--- src/rtl/timer_regs_pkg.sv ---
// rtl/timer_regs_pkg.sv - timer register map, bit indices and service FSM states
package timer_regs_pkg;

    localparam logic [7:0] ADDR_OVERFLOW   = 8'h00;
    localparam logic [7:0] ADDR_COUNTER    = 8'h04;
    localparam logic [7:0] ADDR_CONTROL    = 8'h08;
    localparam logic [7:0] ADDR_COMPARE    = 8'h0C;
    localparam logic [7:0] ADDR_INT_STATUS = 8'h10;

    localparam int CTRL_TIMER_EN = 0;
    localparam int CTRL_IRQ_EN   = 1;
    localparam int CTRL_CMP_EN   = 2;
    localparam int CTRL_OVF_EN   = 3;

    localparam int STAT_OVF = 0;
    localparam int STAT_CMP = 1;

    typedef enum logic [3:0] {
        ST_IDLE,
        ST_WR_OVF,
        ST_WR_CMP,
        ST_WR_CTRL,
        ST_RUN,
        ST_RD_STAT,
        ST_WT_STAT,
        ST_RD_CNT,
        ST_WT_CNT,
        ST_WR_STOP
    } tsm_state_e;

endpackage

--- src/rtl/timer_service_master_if.sv ---
// rtl/timer_service_master_if.sv - timer register bus between service master and timer slave
interface timer_service_master_if;

    logic        bus_write_en;
    logic        bus_read_en;
    logic [7:0]  bus_addr;
    logic [31:0] bus_write_data;
    logic [31:0] bus_read_data;

    modport master (
        output bus_write_en,
        output bus_read_en,
        output bus_addr,
        output bus_write_data,
        input  bus_read_data
    );

    modport slave (
        input  bus_write_en,
        input  bus_read_en,
        input  bus_addr,
        input  bus_write_data,
        output bus_read_data
    );

endinterface

--- src/rtl/timer_service_master.sv ---
// rtl/timer_service_master.sv - programs the timer, services its interrupt, snapshots and stops it
module timer_service_master
    import timer_regs_pkg::*;
#(
    parameter int CNT_W = 16
) (
    input  logic                    pclk,
    input  logic                    nreset,
    input  logic                    start,
    input  logic                    stop,
    input  logic                    snap_req,
    input  logic [31:0]             cfg_overflow,
    input  logic [31:0]             cfg_compare,
    input  logic [3:0]              cfg_ctrl,
    input  logic                    fabint,
    timer_service_master_if.master  bus,
    output logic                    running,
    output logic                    evt_valid,
    output logic [1:0]              evt_status,
    output logic [CNT_W-1:0]        ovf_count,
    output logic [CNT_W-1:0]        cmp_count,
    output logic                    snap_valid,
    output logic [31:0]             snap_value
);

    tsm_state_e  state;
    tsm_state_e  nextState;
    logic [31:0] cfgOverflow;
    logic [31:0] cfgCompare;
    logic [3:0]  cfgCtrl;
    logic        irqPend;
    logic        snapPend;
    logic        enterRdStat;
    logic        enterRdCnt;

    always_ff @(posedge pclk or negedge nreset) begin
        if (!nreset) begin
            state <= ST_IDLE;
        end else begin
            state <= nextState;
        end
    end

    // stop outranks a pending interrupt, which outranks a pending snapshot
    always_comb begin
        nextState = state;
        unique case (state)
            ST_IDLE:    if (start) nextState = ST_WR_OVF;
            ST_WR_OVF:  nextState = ST_WR_CMP;
            ST_WR_CMP:  nextState = ST_WR_CTRL;
            ST_WR_CTRL: nextState = ST_RUN;
            ST_RUN: begin
                if (stop)          nextState = ST_WR_STOP;
                else if (irqPend)  nextState = ST_RD_STAT;
                else if (snapPend) nextState = ST_RD_CNT;
            end
            ST_RD_STAT: nextState = ST_WT_STAT;
            ST_WT_STAT: nextState = ST_RUN;
            ST_RD_CNT:  nextState = ST_WT_CNT;
            ST_WT_CNT:  nextState = ST_RUN;
            ST_WR_STOP: nextState = ST_IDLE;
            default:    nextState = ST_IDLE;
        endcase
    end

    always_comb begin
        bus.bus_write_en   = 1'b0;
        bus.bus_read_en    = 1'b0;
        bus.bus_addr       = 8'h00;
        bus.bus_write_data = 32'd0;
        running            = 1'b0;
        unique case (state)
            ST_WR_OVF: begin
                bus.bus_write_en   = 1'b1;
                bus.bus_addr       = ADDR_OVERFLOW;
                bus.bus_write_data = cfgOverflow;
            end
            ST_WR_CMP: begin
                bus.bus_write_en   = 1'b1;
                bus.bus_addr       = ADDR_COMPARE;
                bus.bus_write_data = cfgCompare;
            end
            ST_WR_CTRL: begin
                bus.bus_write_en   = 1'b1;
                bus.bus_addr       = ADDR_CONTROL;
                bus.bus_write_data = {28'd0, cfgCtrl};
            end
            ST_WR_STOP: begin
                bus.bus_write_en   = 1'b1;
                bus.bus_addr       = ADDR_CONTROL;
            end
            ST_RD_STAT: begin
                bus.bus_read_en    = 1'b1;
                bus.bus_addr       = ADDR_INT_STATUS;
                running            = 1'b1;
            end
            ST_RD_CNT: begin
                bus.bus_read_en    = 1'b1;
                bus.bus_addr       = ADDR_COUNTER;
                running            = 1'b1;
            end
            ST_RUN, ST_WT_STAT, ST_WT_CNT: running = 1'b1;
            default: ;
        endcase
    end

    assign enterRdStat = (state == ST_RUN) && (nextState == ST_RD_STAT);
    assign enterRdCnt  = (state == ST_RUN) && (nextState == ST_RD_CNT);

    // a new request on the clearing edge must survive, so set wins over clear
    always_ff @(posedge pclk or negedge nreset) begin
        if (!nreset) begin
            cfgOverflow <= 32'd0;
            cfgCompare  <= 32'd0;
            cfgCtrl     <= 4'd0;
            irqPend     <= 1'b0;
            snapPend    <= 1'b0;
            evt_valid   <= 1'b0;
            evt_status  <= 2'b00;
            ovf_count   <= '0;
            cmp_count   <= '0;
            snap_valid  <= 1'b0;
            snap_value  <= 32'd0;
        end else begin
            irqPend    <= fabint | (irqPend & ~enterRdStat);
            snapPend   <= snap_req | (snapPend & ~enterRdCnt);
            evt_valid  <= (state == ST_WT_STAT);
            snap_valid <= (state == ST_WT_CNT);
            if (state == ST_IDLE && start) begin
                cfgOverflow <= cfg_overflow;
                cfgCompare  <= cfg_compare;
                cfgCtrl     <= cfg_ctrl;
            end
            if (state == ST_WT_STAT) begin
                evt_status <= bus.bus_read_data[1:0];
                ovf_count  <= ovf_count + CNT_W'(bus.bus_read_data[STAT_OVF]);
                cmp_count  <= cmp_count + CNT_W'(bus.bus_read_data[STAT_CMP]);
            end
            if (state == ST_WT_CNT) begin
                snap_value <= bus.bus_read_data;
            end
        end
    end

endmodule
--- src/flat_wrapper.sv ---
// flat-port wrapper written by rule: the top's interface ports become plain ports
module timer_service_master_flat import timer_regs_pkg::*;
#(
    parameter int CNT_W = 16
)
  (pclk, nreset, start, stop, snap_req, cfg_overflow, cfg_compare, cfg_ctrl, fabint, running, evt_valid, evt_status, ovf_count, cmp_count, snap_valid, snap_value, bus_bus_write_en, bus_bus_read_en, bus_bus_addr, bus_bus_write_data, bus_bus_read_data);
  timer_service_master_if bus_i ();
  input  logic pclk;
  input  logic nreset;
  input  logic start;
  input  logic stop;
  input  logic snap_req;
  input  logic [31:0] cfg_overflow;
  input  logic [31:0] cfg_compare;
  input  logic [3:0] cfg_ctrl;
  input  logic fabint;
  output logic running;
  output logic evt_valid;
  output logic [1:0] evt_status;
  output logic [CNT_W-1:0] ovf_count;
  output logic [CNT_W-1:0] cmp_count;
  output logic snap_valid;
  output logic [31:0] snap_value;
  output wire logic [$bits(bus_i.bus_write_en)-1:0] bus_bus_write_en;
  output wire logic [$bits(bus_i.bus_read_en)-1:0] bus_bus_read_en;
  output wire logic [$bits(bus_i.bus_addr)-1:0] bus_bus_addr;
  output wire logic [$bits(bus_i.bus_write_data)-1:0] bus_bus_write_data;
  input wire logic [$bits(bus_i.bus_read_data)-1:0] bus_bus_read_data;
  assign bus_bus_write_en = bus_i.bus_write_en;
  assign bus_bus_read_en = bus_i.bus_read_en;
  assign bus_bus_addr = bus_i.bus_addr;
  assign bus_bus_write_data = bus_i.bus_write_data;
  assign bus_i.bus_read_data = bus_bus_read_data;
  timer_service_master #(.CNT_W(CNT_W)) u_core (.pclk(pclk), .nreset(nreset), .start(start), .stop(stop), .snap_req(snap_req), .cfg_overflow(cfg_overflow), .cfg_compare(cfg_compare), .cfg_ctrl(cfg_ctrl), .fabint(fabint), .bus(bus_i), .running(running), .evt_valid(evt_valid), .evt_status(evt_status), .ovf_count(ovf_count), .cmp_count(cmp_count), .snap_valid(snap_valid), .snap_value(snap_value));
endmodule
--- config.mk ---
export PLATFORM = sky130hd
export DESIGN_NAME = timer_service_master_flat
export DESIGN_NICKNAME = d
export VERILOG_FILES = /design/src/rtl/timer_regs_pkg.sv /design/src/rtl/timer_service_master_if.sv /design/src/rtl/timer_service_master.sv /design/src/flat_wrapper.sv
export SDC_FILE = /design/constraint.sdc
export NUM_CORES = 1
export LEC_CHECK = 0
export BUFFER_PORTS_ARGS = -buffer_cell sky130_fd_sc_hd__buf_2
export CORE_MARGIN = 2
export CORE_UTILIZATION = 40
export CTS_BUF_LIST = sky130_fd_sc_hd__clkbuf_2 sky130_fd_sc_hd__clkbuf_4 sky130_fd_sc_hd__clkbuf_8
export CTS_CLUSTER_SIZE = 30
export DETAILED_ROUTE_END_ITERATION = 8
export PLACE_DENSITY_LB_ADDON = 0.12
export REMOVE_ABC_BUFFERS = 1
export SLEW_MARGIN = 5
export SYNTH_ARGS = -nofsm -noshare
export SYNTH_HDL_FRONTEND = slang
export SYNTH_SLANG_ARGS = --single-unit
--- constraint.sdc ---
create_clock -name pclk -period 1.5 [get_ports pclk]
set_input_delay 0.15 -clock pclk [delete_from_list [all_inputs] [get_ports pclk]]
set_output_delay 0.15 -clock pclk [all_outputs]
set_load 0.005 [all_outputs]
==> results.yml <==
setup_path:
  r2r_cells: 7
  end_kind: "output port"
  slowest_delay_ns: 0.42
  cp_data_arrival_time_ns: 1.81
  cp-start-kind: "flop"
  crit_buf_inv: 2
  cp_num_cells: 5
  critPathKind: "reg -> out"
  cp_top_family: "flip-flops"
  crit_fanout: 28
  slowest_stage: "dfrtp_2"
  path_cells: "or2_4, nor2_4, buf_12, a22o_1, buf_2"
  required_ns: 1.35
power_and_ir_drop:
  power_density_nw_per_um2: 1740
  p_leak_nw: 4.88
  ir_drop_v: 0.000876
synthesis:
  ys_seq_elements: 142
  synth_cells: 447
  ys.warnings.count: 0
  synthFlopType: "dfrtp_1"
  seq_area_frac_synth_pct: 58.2
  netlist_area_sq_um: 6100
  yosys.cell_types.count: 42
  synth_area_per_cell_sq_um: 13.7
  synth-edff-count: 0
  synth_async_sr_flop_share_pct: 100
clock_tree:
  numCtsBuffers: 17
  cts_tree: "done"
  cts_buffer_depth: 2
  cts.sinks: 142
  htreeDepth: 4
  clock-root-buffer: "clkbuf_8"
  clkSlewWorstSetupHoldPaths_ns: 0.08
  insertion_delay_ns: 0.44
outcome:
  status: "complete, but fails checks"
  violations: "setup timing"
floorplan:
  core_sq_um: 15000
  dieWidth_microns: 128
  dieArea_sq_um: 16300
  start_util_pct: 40.6
  num_rows: 45
  die_h_microns: 128
  pin_count: 217
route:
  wl_per_cell_microns: 17.4
  drtIter0Drc: 187
  vias: 5091
  first_pass_iters: 4
  drtAntennaViolNets: 0
  routed_wl_microns: 18100
  detail_route.vias_per_cell: 4.91
  drc_errors: 0
run:
  cap_violations: 0
sta:
  period_needed_ns: 1.96
  setup_violations: 157
  drv_slew: 0
  finalHoldViolations: 0
  rsz0062_at_grt: "yes"
  fin_crit_sh_pct: 130
  max_freq_ghz: 0.511
  fin_skew_ns: 0.00934
  setup_ws_ns: -0.457
global_routing:
  grt_pass1_wl_microns: 27800
  overflow: 0
  grt.total_usage_pct: 22.0
  antenna_found_initial: 0
  grt_pass1_vias: 5441
  grt_max_degree: 48
min_path:
  hp-class: "in -> async"
finish:
  drive_gt1_share_pct: 54.2
  area_growth_pct: 62.9
  diodes: 0
  final_nets: 946
  design_area_sq_um: 9940
placement:
  io_buffers: 211
  pre_cts_slack_ns: -0.103
  place.detailed.hpwl_microns: 10200
  gp_congestion: 0.842
  dpl-instance-area_sq_um: 7590
-- worst reg2reg max path: cells and delay by family (launching register included) --
kind                   cells  cell delay [ns]
AND/OR/NAND/NOR            1             0.30
buffers and inverters      5             0.71
multiplexers               1             0.35
flip-flops                 1             0.42
-- path summary, 6_finish.rpt --
path,startpoint,end,slack [ns]
max in group asynchronous,nreset,u_core.cfgCompare[11],0.74
min,nreset,u_core.cmp_count[15],0.20
min in group pclk,start,u_core.cfgCompare[3],0.33
max,u_core.state[2],bus_bus_write_data[29],-0.46
min reg2reg,u_core.cmp_count[15],u_core.cmp_count[15],0.47
max reg2reg,u_core.state[0],u_core.snap_value[10],-0.37
-- stage by stage --
step / util (%) / setup TNS [ns] / hold slack [ns] / instances / power (mW)
2_1_floorplan: - / -120.51 / -0.146 / 421 / 9.32
3_3_place_gp: 50.5 / -3.02 / 0.117 / 857 / 11.8
3_5_place_dp: 50.5 / -4.07 / 0.119 / 857 / 12.0
4_1_cts: 63.8 / -34.18 / 0.186 / 1017 / 16.8
5_1_grt: 66.2 / -49.35 / 0.202 / 1037 / 18.4
6_report: 66.2 / -38.61 / 0.204 / 1037 / 17.3
-- registers in the layout, summed over array words and instances (netlist names), 2 cells and up --
register,cells
u_core.cmp_count,16
u_core.cfgCompare,32
u_core.snap_value,32
u_core.state,4
u_core.cfgOverflow,32
u_core.evt_status,2
u_core.ovf_count,16
u_core.cfgCtrl,4
-- cell type report --
class | count | area (sq um)
repair buffers | 396 | 3150
flip-flops and latches | 142 | 3560
well taps | 188 | 235
clock inverters | 13 | 186
fillers | 1091 | 5090
clock buffers | 19 | 262
multi-input cells | 277 | 2550
inverters | 2 | 10.0
-- cell usage in the layout, fill, tap and decap left out, drive strengths merged, types with 6 or more instances in the layout --
cell type	Yosys	final
xnor2	25	25
and3	6	6
mux2	104	104
dlygate4sd3	0	104
buf	27	287
dfrtp	142	142
a22o	28	28
nand3	8	8
nor2	17	17
nand2	28	28
clkbuf	3	24
nand4	13	13
-- cells by family (layout without fill, tap and decap cells) --
| logic type | count (synthesis) | after routing | synth area share, % |
|---|---|---|---|
| adder cells (fa/ha/maj) | 4 | 4 | 0.820 |
| AND/OR/NAND/NOR | 92 | 92 | 8.28 |
| AO/OA/AOI/OAI | 42 | 42 | 5.68 |
| buffers and inverters | 32 | 430 | 3.44 |
| other | 1 | 5 | 0.0614 |
| XOR/XNOR | 29 | 29 | 4.16 |
| flip-flops | 142 | 142 | 58.2 |
| multiplexers | 105 | 105 | 19.3 |
-- Yosys cell counts (2+ instances only) --
cell type | instances | area share, %
mux2_1 | 11 | 2.0
ha_1 | 4 | 0.82
nor2_1 | 14 | 0.86
nand3_1 | 7 | 0.57
buf_6 | 5 | 0.92
nand2b_1 | 5 | 0.51
nor2_2 | 2 | 0.20
buf_2 | 12 | 0.98
buf_4 | 10 | 1.2
dfrtp_1 | 142 | 58
a21oi_1 | 2 | 0.16
and3_1 | 6 | 0.61
a22oi_1 | 5 | 0.61
nand4_1 | 13 | 1.3
clkbuf_1 | 3 | 0.18
a22o_1 | 28 | 4.0
and4_1 | 4 | 0.57
nor2b_1 | 2 | 0.20
a21o_1 | 2 | 0.25
mux2_2 | 93 | 17
xor2_1 | 4 | 0.57
xnor2_1 | 25 | 3.6
and2_1 | 2 | 0.20
nand2_1 | 28 | 1.7
-- repair_timing --
item	4_1_cts	5_1_grt
endpoints found under the setup margin	90	169
buffers inserted	15	17
endpoints found under the hold margin	162	0
cloned	9	5
hold buffers	104	0
pin swaps	14	15
gates resized for setup	38	39
-- where the power goes --
group          switching (mW)  leakage, nW  internal [mW]
combinational            2.99         2.91           4.57
clock                    1.51        0.214           1.90
sequential              0.952         1.76           5.37
total                    5.45         4.88           11.8
-- metal layers --
metal  up-vias  GRT usage, %  routed length [microns]
met2       170          38.1                     9460
li1       2367             -                        -
met1      2540          26.5                     7480
met3        14          6.03                      919
met5         -             0                        0
met4         0          7.37                      213
No activity file was read; power rests on OpenSTA's default activity.
